### src/rtl/mem_loader.sv
// Streams 2^AW bytes over valid/ready into consecutive memory locations from address 0.
// Optional running checksum output is enabled by defining MEM_LOADER_CHECKSUM_EN.
module mem_loader #(
    parameter int unsigned AW = 4,
    parameter int unsigned DW = 8
) (
    input  logic          clk,
    input  logic          rst,
    input  logic          start,
    input  logic          abort,
    input  logic [DW-1:0] din,
    input  logic          din_valid,
    output logic          din_ready,
    output logic          we,
    output logic [AW-1:0] waddr,
    output logic [DW-1:0] wdata,
    output logic          busy,
    output logic          done,
    output logic [AW:0]   count
`ifdef MEM_LOADER_CHECKSUM_EN
    ,
    output logic [DW-1:0] csum
`endif
);

    typedef enum logic [1:0] {
        StIdle,
        StLoad,
        StDone
    } state_e;

    localparam logic [AW:0] CountOne = (AW + 1)'(1);

    state_e state;
    logic   xfer;

    // Abort blocks acceptance in the same cycle so no byte is taken on the way out.
    assign din_ready = (state == StLoad) && !abort;
    assign xfer      = din_valid && din_ready;

    always_ff @(posedge clk) begin
        if (rst) begin
            state <= StIdle;
            we    <= 1'b0;
            waddr <= '0;
            wdata <= '0;
            busy  <= 1'b0;
            done  <= 1'b0;
            count <= '0;
`ifdef MEM_LOADER_CHECKSUM_EN
            csum  <= '0;
`endif
        end else begin
            we   <= 1'b0;
            done <= 1'b0;
            case (state)
                StIdle: begin
                    if (start) begin
                        state <= StLoad;
                        busy  <= 1'b1;
                        count <= '0;
`ifdef MEM_LOADER_CHECKSUM_EN
                        csum  <= '0;
`endif
                    end
                end
                StLoad: begin
                    if (abort) begin
                        state <= StIdle;
                        busy  <= 1'b0;
                    end else if (xfer) begin
                        we    <= 1'b1;
                        waddr <= count[AW-1:0];
                        wdata <= din;
                        count <= count + CountOne;
`ifdef MEM_LOADER_CHECKSUM_EN
                        csum  <= csum + din;
`endif
                        // count never reaches 2^AW inside LOAD, so all-ones low bits marks the last byte
                        if (&count[AW-1:0]) begin
                            state <= StDone;
                            done  <= 1'b1;
                        end
                    end
                end
                StDone: begin
                    state <= StIdle;
                    busy  <= 1'b0;
                end
                default: begin
                    state <= StIdle;
                    busy  <= 1'b0;
                end
            endcase
        end
    end

endmodule

### config.mk
export PLATFORM = sky130hd
export DESIGN_NAME = mem_loader
export DESIGN_NICKNAME = d
export VERILOG_FILES = /design/src/rtl/mem_loader.sv
export SDC_FILE = /design/constraint.sdc
export NUM_CORES = 1
export LEC_CHECK = 0
export ABC_AREA = 0
export BUFFER_PORTS_ARGS = -buffer_cell sky130_fd_sc_hd__buf_2
export CORE_ASPECT_RATIO = 1.25
export CORE_UTILIZATION = 42
export DETAILED_ROUTE_END_ITERATION = 10
export PLACE_DENSITY_LB_ADDON = 0.12
export SLEW_MARGIN = 20
export SYNTH_ARGS = -nofsm -noshare
export SYNTH_HDL_FRONTEND = slang
export SYNTH_SLANG_ARGS = --single-unit
### constraint.sdc
create_clock -name clk -period 1.3 [get_ports clk]
set_input_delay 0 -clock clk [delete_from_list [all_inputs] [get_ports clk]]
set_output_delay 0 -clock clk [all_outputs]
set_load 0.005 [all_outputs]
==> Word-level counts from Yosys, hierarchy flattened <==
Cells that the tools add are included.
{ "op_classes": {"addsub": 1, "n_reduce_logical": 12, "eq_ne": 7, "bitwise_logic": 3, "mux": 14} }
{ "ops": {"columns": ["op", "n"], "rows": [
  ["2-to-1 mux 5 bit", 3],
  ["one-hot mux 5 bit (2 select lines)", 1],
  ["2-to-1 mux 2 bit", 4],
  ["inequality test 2 bit (second input constant)", 4],
  ["AND reduction 4 bit", 2],
  ["AND reduction 3 bit", 2],
  ["adder 5 x 1 -> 5 bit (second input constant)", 1],
  ["2-to-1 mux 1 bit", 4],
  ["one-hot mux 2 bit (2 select lines)", 1],
  ["OR reduction 4 bit", 1],
  ["inequality test 3 x 2 -> 1 bit (second input constant)", 1],
  ["inequality test 3 bit (second input constant)", 1],
  ["inverter 1 bit", 3],
  ["OR reduction 3 bit", 1],
  ["== test 2 x 1 -> 1 bit (second input constant)", 1],
  ["logical AND 1 bit", 2],
  ["logical NOT 2 bit", 1],
  ["one-hot mux 1 bit (2 select lines)", 1],
  ["AND reduction 2 bit", 1],
  ["nonzero test 2 bit", 1],
  ["logical NOT 1 bit", 1]
]} }
{ "word_totals": {"elab_cells": 44, "reg_bits": 22, "in_bits": 13, "output_inout_bits": 21} }

==> Depth between registers and ports, before layout <==
Gate-level depths: netlist (run 1).
{ "depth": {"depth_word": 6, "ltp_mapped": 5, "mapped_depth_nobuf": 4} }

==> Worst setup path before layout (run 1) <==
OpenSTA, ideal clock, no wires.
{ "synth_timing": {"path_type": "register to register", "start": "reg state[1]", "end": "reg count[4]", "stages_incl_launch_ff": 4, "path_buffers": 0, "arrival_time_ns": 1.260, "required_ns": 1.179, "setup_slack_ns": -0.081, "cell_sequence": "dfxtp_1 or3b_4 a21oi_1 mux2_2"} }
{ "synth_via": {"elab_chain_len": 5, "word_cells_on_any_way": 10, "classes_between": "4 x eq/ne; 1 x mux; 5 x reduce/logical"} }
{ "synth_rtl": {"columns": ["item", "line_no", "text"], "rows": [
  ["from (decl)", "34", "state_e state;"],
  ["from (signal assigned)", "43", "state <= StIdle;"],
  ["from (signal assigned)", "59", "state <= StLoad;"],
  ["from (signal assigned)", "69", "state <= StIdle;"],
  ["== test 2 x 1 -> 1 bit", "38, 56", null],
  ["logical AND 1 bit", "38", "assign din_ready = (state == StLoad) && !abort;"],
  ["logical AND 1 bit", "39", "assign xfer = din_valid && din_ready;"],
  ["inequality test 2 bit (no line)", null, null],
  ["AND reduction 4 bit (no line)", null, null],
  ["to (signal assigned)", "75", "count <= count + CountOne;"],
  ["to (decl)", "19", "output logic [AW:0] count"]
]} }
Parallel ways exist; a longest one is shown, timed or not.
A chain may end at the register's enable or synchronous reset.

==> Worst setup path in the final report (run 1) <==
{ "layout_timing": {"start": "reg state[0]", "end": "reg count[4]"} }
The elaborated chain is that of the path after synthesis.

==> impl_metrics.py, run 1 <==
metrics = {
    "routing": {
        "first_iter_violations": 18,
        "ant_nets": 0,
        "drc": 0,
        "wirelength_mm": 2.04,
        "wl_per_cell_um": 11.7,
        "avgViaCountPerCell": 5.03,
        "first_pass_iters": 4,
        "vias": 876,
    },
    "cells_and_area": {
        "fin_cells": 174,
        "area_delta_synth_final_pct": 46.2,
        "ff_latch_area_um2": 445,
        "final_cell_mix": "33 x buf_2, 25 x nand2_1, 20 x dfxtp_1, 16 x a21oi_1, 14 x buf_4",
        "antennaDiodeCount": 0,
        "mostFrequentLayoutCell": "buf_2",
        "multi_input_area_um2": 438,
        "nets": 169,
        "final_util_pct": 65.9,
        "drive_gt1_share_pct": 40.3,
        "num-fill-cells": 164,
    },
    "floorplan": {
        "core_area_um2": 1980,
        "row_count": 18,
        "die_h_um": 53.6,
        "die_x_um": 43.3,
        "ioPinCount": 34,
        "dieArea_um2": 2320,
        "initial_utilization_pct": 45.1,
    },
    "global_route": {
        "grt_pass1_wl_mm": 3.32,
        "grt_max_degree": 25,
        "use_met1_pct": 22.5,
        "grt.met3_usage_pct": 2.01,
        "grt.overflow.total": 0,
        "antenna_found_initial": 0,
        "grt_pass1_vias": 824,
        "busiest_layer": "met2",
        "grt_usage_pct": 19.0,
        "grt_util_met2_pct": 34.1,
    },
    "sta": {
        "tightest_slew_ns": 0.418,
        "fmax_mhz": 748,
        "max-slew-margin-rel_pct": 72.2,
        "fin_crit_ns": 1.34,
        "final_hold_viol_count": 0,
        "rsz0062_at_grt": "true",
        "hold_slack_ns": 0.0473,
        "post-route-period-util_pct": 103,
        "setup_viol": 1,
        "finClkSkew_ns": 0.00180,
        "worst_slack_ns": -0.0367,
        "slew_violations": 0,
        "setup-tns-final_ns": -0.0367,
    },
    "clock_network": {
        "clockBufferDepth": 2,
        "clkSinkCount": 22,
        "clk_pin_slew_ns": 0.13,
        "numCtsBuffers": 3,
        "root_buffer": "clkbuf_4",
        "cts.htree.levels": 1,
        "clock_latency_ns": 0.31,
        "cts_tree": "done",
    },
    "pwr": {
        "p_comb_share_pct": 12.1,
        "p_seq_share_pct": 53.2,
        "p_int_mw": 1.01,
        "ir_drop_mv": 0.636,
        "cellPowerDensity_nw_per_um2": 1000,
        "power_switching_uw": 301,
        "p_clk_share_pct": 34.8,
        "p_leak_nw": 0.580,
        "p_sw_share_pct": 23.0,
    },
    "placed_design": {
        "placed_cells": 159,
        "dp_hpwl_mm": 1.39,
        "place_congestion": 0.800,
        "numPortBuffers": 33,
        "place_worst_setup_slack_ns": -0.0217,
    },
    "setup_path": {
        "critPathKind": "reg -> reg",
        "critical_path_required_ns": 1.52,
        "crit_fanout": 5,
        "worstReg2RegEnd": "count[4]$_SDFFE_PP0P_",
        "r2r_cells": 3,
        "r2r-start": "state[0]$_SDFFE_PP0P_",
        "cp-start-kind": "flop",
        "critPathArrivalTime_ns": 1.55,
        "crit_path_start": "state[0]$_SDFFE_PP0P_",
        "ff2ff_setup_slack_ns": -0.04,
        "end_kind": "flop",
    },
    "synthesis": {
        "ys_warn_count": 0,
        "avgSynthCellArea_um2": 8.93,
        "ys_seq_elements": 22,
        "synthTopCellsByArea": "dfxtp_1 49%, nand2_1 11%, a21oi_1 9.5%",
        "synthCells": 100,
        "synth_largest_type_area_fraction_pct": 49.3,
        "seq_area_frac_synth_pct": 49.3,
        "yosysUniqueCellTypes": 25,
        "yosysTopAreaCell": "dfxtp_1",
        "syn_area_um2": 893,
        "syn_nets": 114,
    },
    "worst_hold_path": {
        "hold_path_end": "state[0]$_SDFFE_PP0P_",
        "whs_path_depth": 4,
        "hold_path.class": "in -> reg",
        "min_from": "abort",
    },
    "run_status": {
        "violations": "negative setup slack",
        "status": "finished, violations left",
    },
    "job": {
        "max-cap-violations": 0,
    },
}
worst max-delay path by stage:
stage,slack (ns),endpoint
floorplan,-0.02,count[4]$_SDFFE_PP0P_
global placement,-0.004,count[4]$_SDFFE_PP0P_
detailed placement,-0.02,count[2]$_SDFFE_PP0P_
CTS,-0.04,count[4]$_SDFFE_PP0P_
global route,-0.06,count[4]$_SDFFE_PP0P_
finish,-0.04,count[4]$_SDFFE_PP0P_
synth_stat cells:
master	number
a21o_1	1
o21ai_1	1
and4bb_4	1
a21oi_1	17
mux2_4	1
buf_2	2
nand4bb_1	1
nand2_1	25
buf_4	1
clkbuf_1	2
ha_1	1
nor4_1	2
nor2_1	2
nor2b_1	1
nor3b_4	1
o2111ai_2	1
nand2b_1	1
nor3b_1	4
nand3_1	3
or3b_4	1
nand4_1	1
nor3_1	5
dfxtp_1	22
o21ai_0	1
mux2_2	2
power groups by stage:
stage                     clock, mW  sequential [mW]  combinational [mW]
after floorplan                   0            0.717              0.0623
after global placement            0            0.712               0.128
after detailed placement          0            0.712               0.130
after CTS                     0.464            0.697               0.155
after global routing          0.486            0.700               0.176
final                         0.456            0.698               0.158
what timing repair did:
action                                  CTS  global route
hold buffers                              8             0
resized for setup                         0             1
pin swaps                                 1             1
buffers inserted                          2             1
hold endpoints to repair                  8             0
endpoints found under the setup margin    3             7
cells by family after synthesis:
group / share of synthesized area (%)
simple gates: 29.1
flops: 49.3
compound gates: 13.2
buf+inv: 2.80
mux: 4.20
fa+ha+maj: 1.40
metrics by stage:
step / area (um^2) / power [mW]
finish: 1310 / 1.31
detailed placement: 1150 / 0.842
CTS: 1300 / 1.32
floorplan: 906 / 0.779
global route: 1310 / 1.36
global placement: 1150 / 0.840
final cells by class:
cell class,count,area share [%]
clock buffer,4,3.64
tap,20,1.92
timing repair buffer,55,26.8
sequential,22,34.1
multi-input combinational,73,33.5
flip-flops by register name (all words and copies together), names as in the netlist:
register / count
waddr: 4
wdata: 8
state: 2
done: 1
count: 5
we: 1
busy: 1
worst max-delay path, cell delays in order, from the launching register on:
cell,delay (ns)
dfxtp_4,0.39
or3b_4,0.40
a21oi_2,0.15
mux2_4,0.31
metal layers:
layer	vias to the layer above	share of wire, %	wire length [um]
met5	-	0	0
met4	0	0.64	13
met3	2	3.9	80
met2	22	51	1040
met1	397	44	906
li1	455	-	-
Note: power is estimated with default switching activity, not from simulation.
==> inputs of run 2 (changes only) <==
--- a/config.mk
+++ b/config.mk
@@ -11,6 +11,7 @@
 export CORE_UTILIZATION = 42
 export DETAILED_ROUTE_END_ITERATION = 10
 export PLACE_DENSITY_LB_ADDON = 0.12
+export REMOVE_ABC_BUFFERS = 1
 export SLEW_MARGIN = 20
 export SYNTH_ARGS = -nofsm -noshare
 export SYNTH_HDL_FRONTEND = slang
==> impl_metrics.py, run 2 (same netlist as run 1, synthesis figures left out) <==
metrics = {
    "worst_hold_path": {
        "hold_path.class": "in -> reg",
        "min_from": "abort",
    },
    "routing": {
        "vias": 885,
        "drc": 0,
        "first_pass_iters": 4,
        "wl_per_cell_um": 11.8,
        "first_iter_violations": 8,
        "wirelength_mm": 2.04,
        "ant_nets": 0,
        "avgViaCountPerCell": 5.12,
    },
    "run_status": {
        "violations": "negative setup slack",
        "status": "finished, violations left",
    },
    "global_route": {
        "grt_pass1_wl_mm": 3.17,
        "grt_pass1_vias": 744,
        "antenna_found_initial": 0,
        "grt.overflow.total": 0,
        "grt_usage_pct": 18.9,
        "grt_max_degree": 25,
    },
    "setup_path": {
        "end_kind": "flop",
        "crit_fanout": 4,
        "cpMaxStageDelayCell": "or3b_4",
        "crit_path_start": "state[0]$_SDFFE_PP0P_",
        "critPathMaxStageDelay_ns": 0.41,
        "cp_cell_sequence": "or3b_4 -> a21oi_2 -> mux2_2",
        "r2r-start": "state[0]$_SDFFE_PP0P_",
        "critPathKind": "reg -> reg",
        "critical_path_required_ns": 1.52,
        "critPathArrivalTime_ns": 1.55,
        "cp-start-kind": "flop",
    },
    "cells_and_area": {
        "area_delta_synth_final_pct": 44.4,
        "multi_input_area_um2": 437,
        "max_flop_register": "wdata",
        "antennaDiodeCount": 0,
        "stdcell_area_um2": 1290,
        "ff_latch_area_um2": 445,
        "fin_cells": 173,
        "largest_registers": "wdata: 8 flops, count: 5 flops, waddr: 4 flops",
        "nets": 168,
        "final_util_pct": 65.1,
        "mostFrequentLayoutCell": "buf_2",
        "drive_gt1_share_pct": 39.9,
        "num-fill-cells": 188,
        "largest_reg_flops": 8,
        "final_cell_mix": "33 x buf_2, 25 x nand2_1, 20 x dfxtp_1, 16 x a21oi_1, 12 x buf_4",
    },
    "floorplan": {
        "initial_utilization_pct": 45.1,
        "dieArea_um2": 2320,
        "die_x_um": 43.3,
        "row_count": 18,
        "ioPinCount": 34,
        "core_area_um2": 1980,
        "die_h_um": 53.6,
    },
    "sta": {
        "worst_slack_ns": -0.0328,
        "max-slew-margin-rel_pct": 71.6,
        "rsz0062_at_grt": "true",
        "fmax_mhz": 750,
        "tightest_slew_ns": 0.426,
        "post-route-period-util_pct": 103,
        "setup_viol": 1,
        "final_hold_viol_count": 0,
        "slew_violations": 0,
        "fin_crit_ns": 1.33,
        "finClkSkew_ns": 0.00633,
        "setup-tns-final_ns": -0.0328,
        "hold_slack_ns": 0.0343,
    },
    "clock_network": {
        "clkSinkCount": 22,
        "clock_latency_ns": 0.31,
        "root_buffer": "clkbuf_4",
        "clk_pin_slew_ns": 0.12,
        "clockBufferDepth": 2,
        "numCtsBuffers": 3,
        "cts_tree": "done",
        "cts.htree.levels": 1,
    },
    "placed_design": {
        "place_worst_setup_slack_ns": -0.0813,
        "place_congestion": 0.748,
        "dp_hpwl_mm": 1.39,
        "placed_cells": 161,
        "place_area_um2": 1160,
        "numPortBuffers": 33,
    },
    "pwr": {
        "cellPowerDensity_nw_per_um2": 955,
        "ir_drop_mv": 0.745,
        "power_mw": 1.23,
        "p_leak_nw": 0.575,
    },
    "job": {
        "max-cap-violations": 0,
    },
}
## run 2: changes by cell type in the layout (fill, tap and decap cells not counted)
cell,previous run,this run
clkbuf_8,0,1
nor3b_1,4,3
clkbuf_16,1,0
mux2_2,1,2
buf_4,14,12
ha_2,1,0
ha_1,0,1
nor3b_2,0,1
mux2_4,2,1
buf_6,0,1
## run 2: path summary, 6_finish.rpt
| kind | end | slack, ns | cells past startpoint |
|---|---|---|---|
| max | count[4]$_SDFFE_PP0P_ | -0.03 | 3 |
| min | state[0]$_SDFFE_PP0P_ | 0.03 | 4 |
| max reg2reg | count[4]$_SDFFE_PP0P_ | -0.03 | 3 |
| min reg2reg | wdata[1]$_SDFFE_PP0P_ | 0.46 | 2 |
## run 2: cell type report
class	instances	area share [%]
timing repair buffer	54	26.9
multi-input combinational	73	33.9
tap	20	1.94
sequential	22	34.5
clock buffer	4	2.81
## run 2: timing repair
action | CTS | global route
gates resized for setup | 4 | 2
endpoints found under the hold margin | 8 | 0
hold buffers | 8 | 0
pin swaps | 2 | 0
endpoints found under the setup margin | 6 | 8
buffers inserted | 0 | 0
## run 2: layer usage
| metal | GRT usage [%] | wire length [um] | part of all wire (%) | vias to the layer above |
|---|---|---|---|---|
| met3 | 2.01 | 83 | 4.1 | 4 |
| met4 | 12.1 | 51 | 2.5 | 0 |
| met2 | 34.1 | 997 | 49 | 23 |
| met1 | 21.0 | 904 | 44 | 401 |
| li1 | - | - | - | 457 |
| met5 | 0 | 0 | 0 | - |
## run 2: worst max-delay path: cells and delay by family (launching register included)
| family | cells | cell delay, ns |
|---|---|---|
| simple gates | 1 | 0.41 |
| flops | 1 | 0.37 |
| mux | 1 | 0.33 |
| compound gates | 1 | 0.13 |
## run 2: power breakdown
group	switching, mW	internal [mW]
combinational	0.0713	0.0837
clock	0.211	0.171
sequential	0.00876	0.687
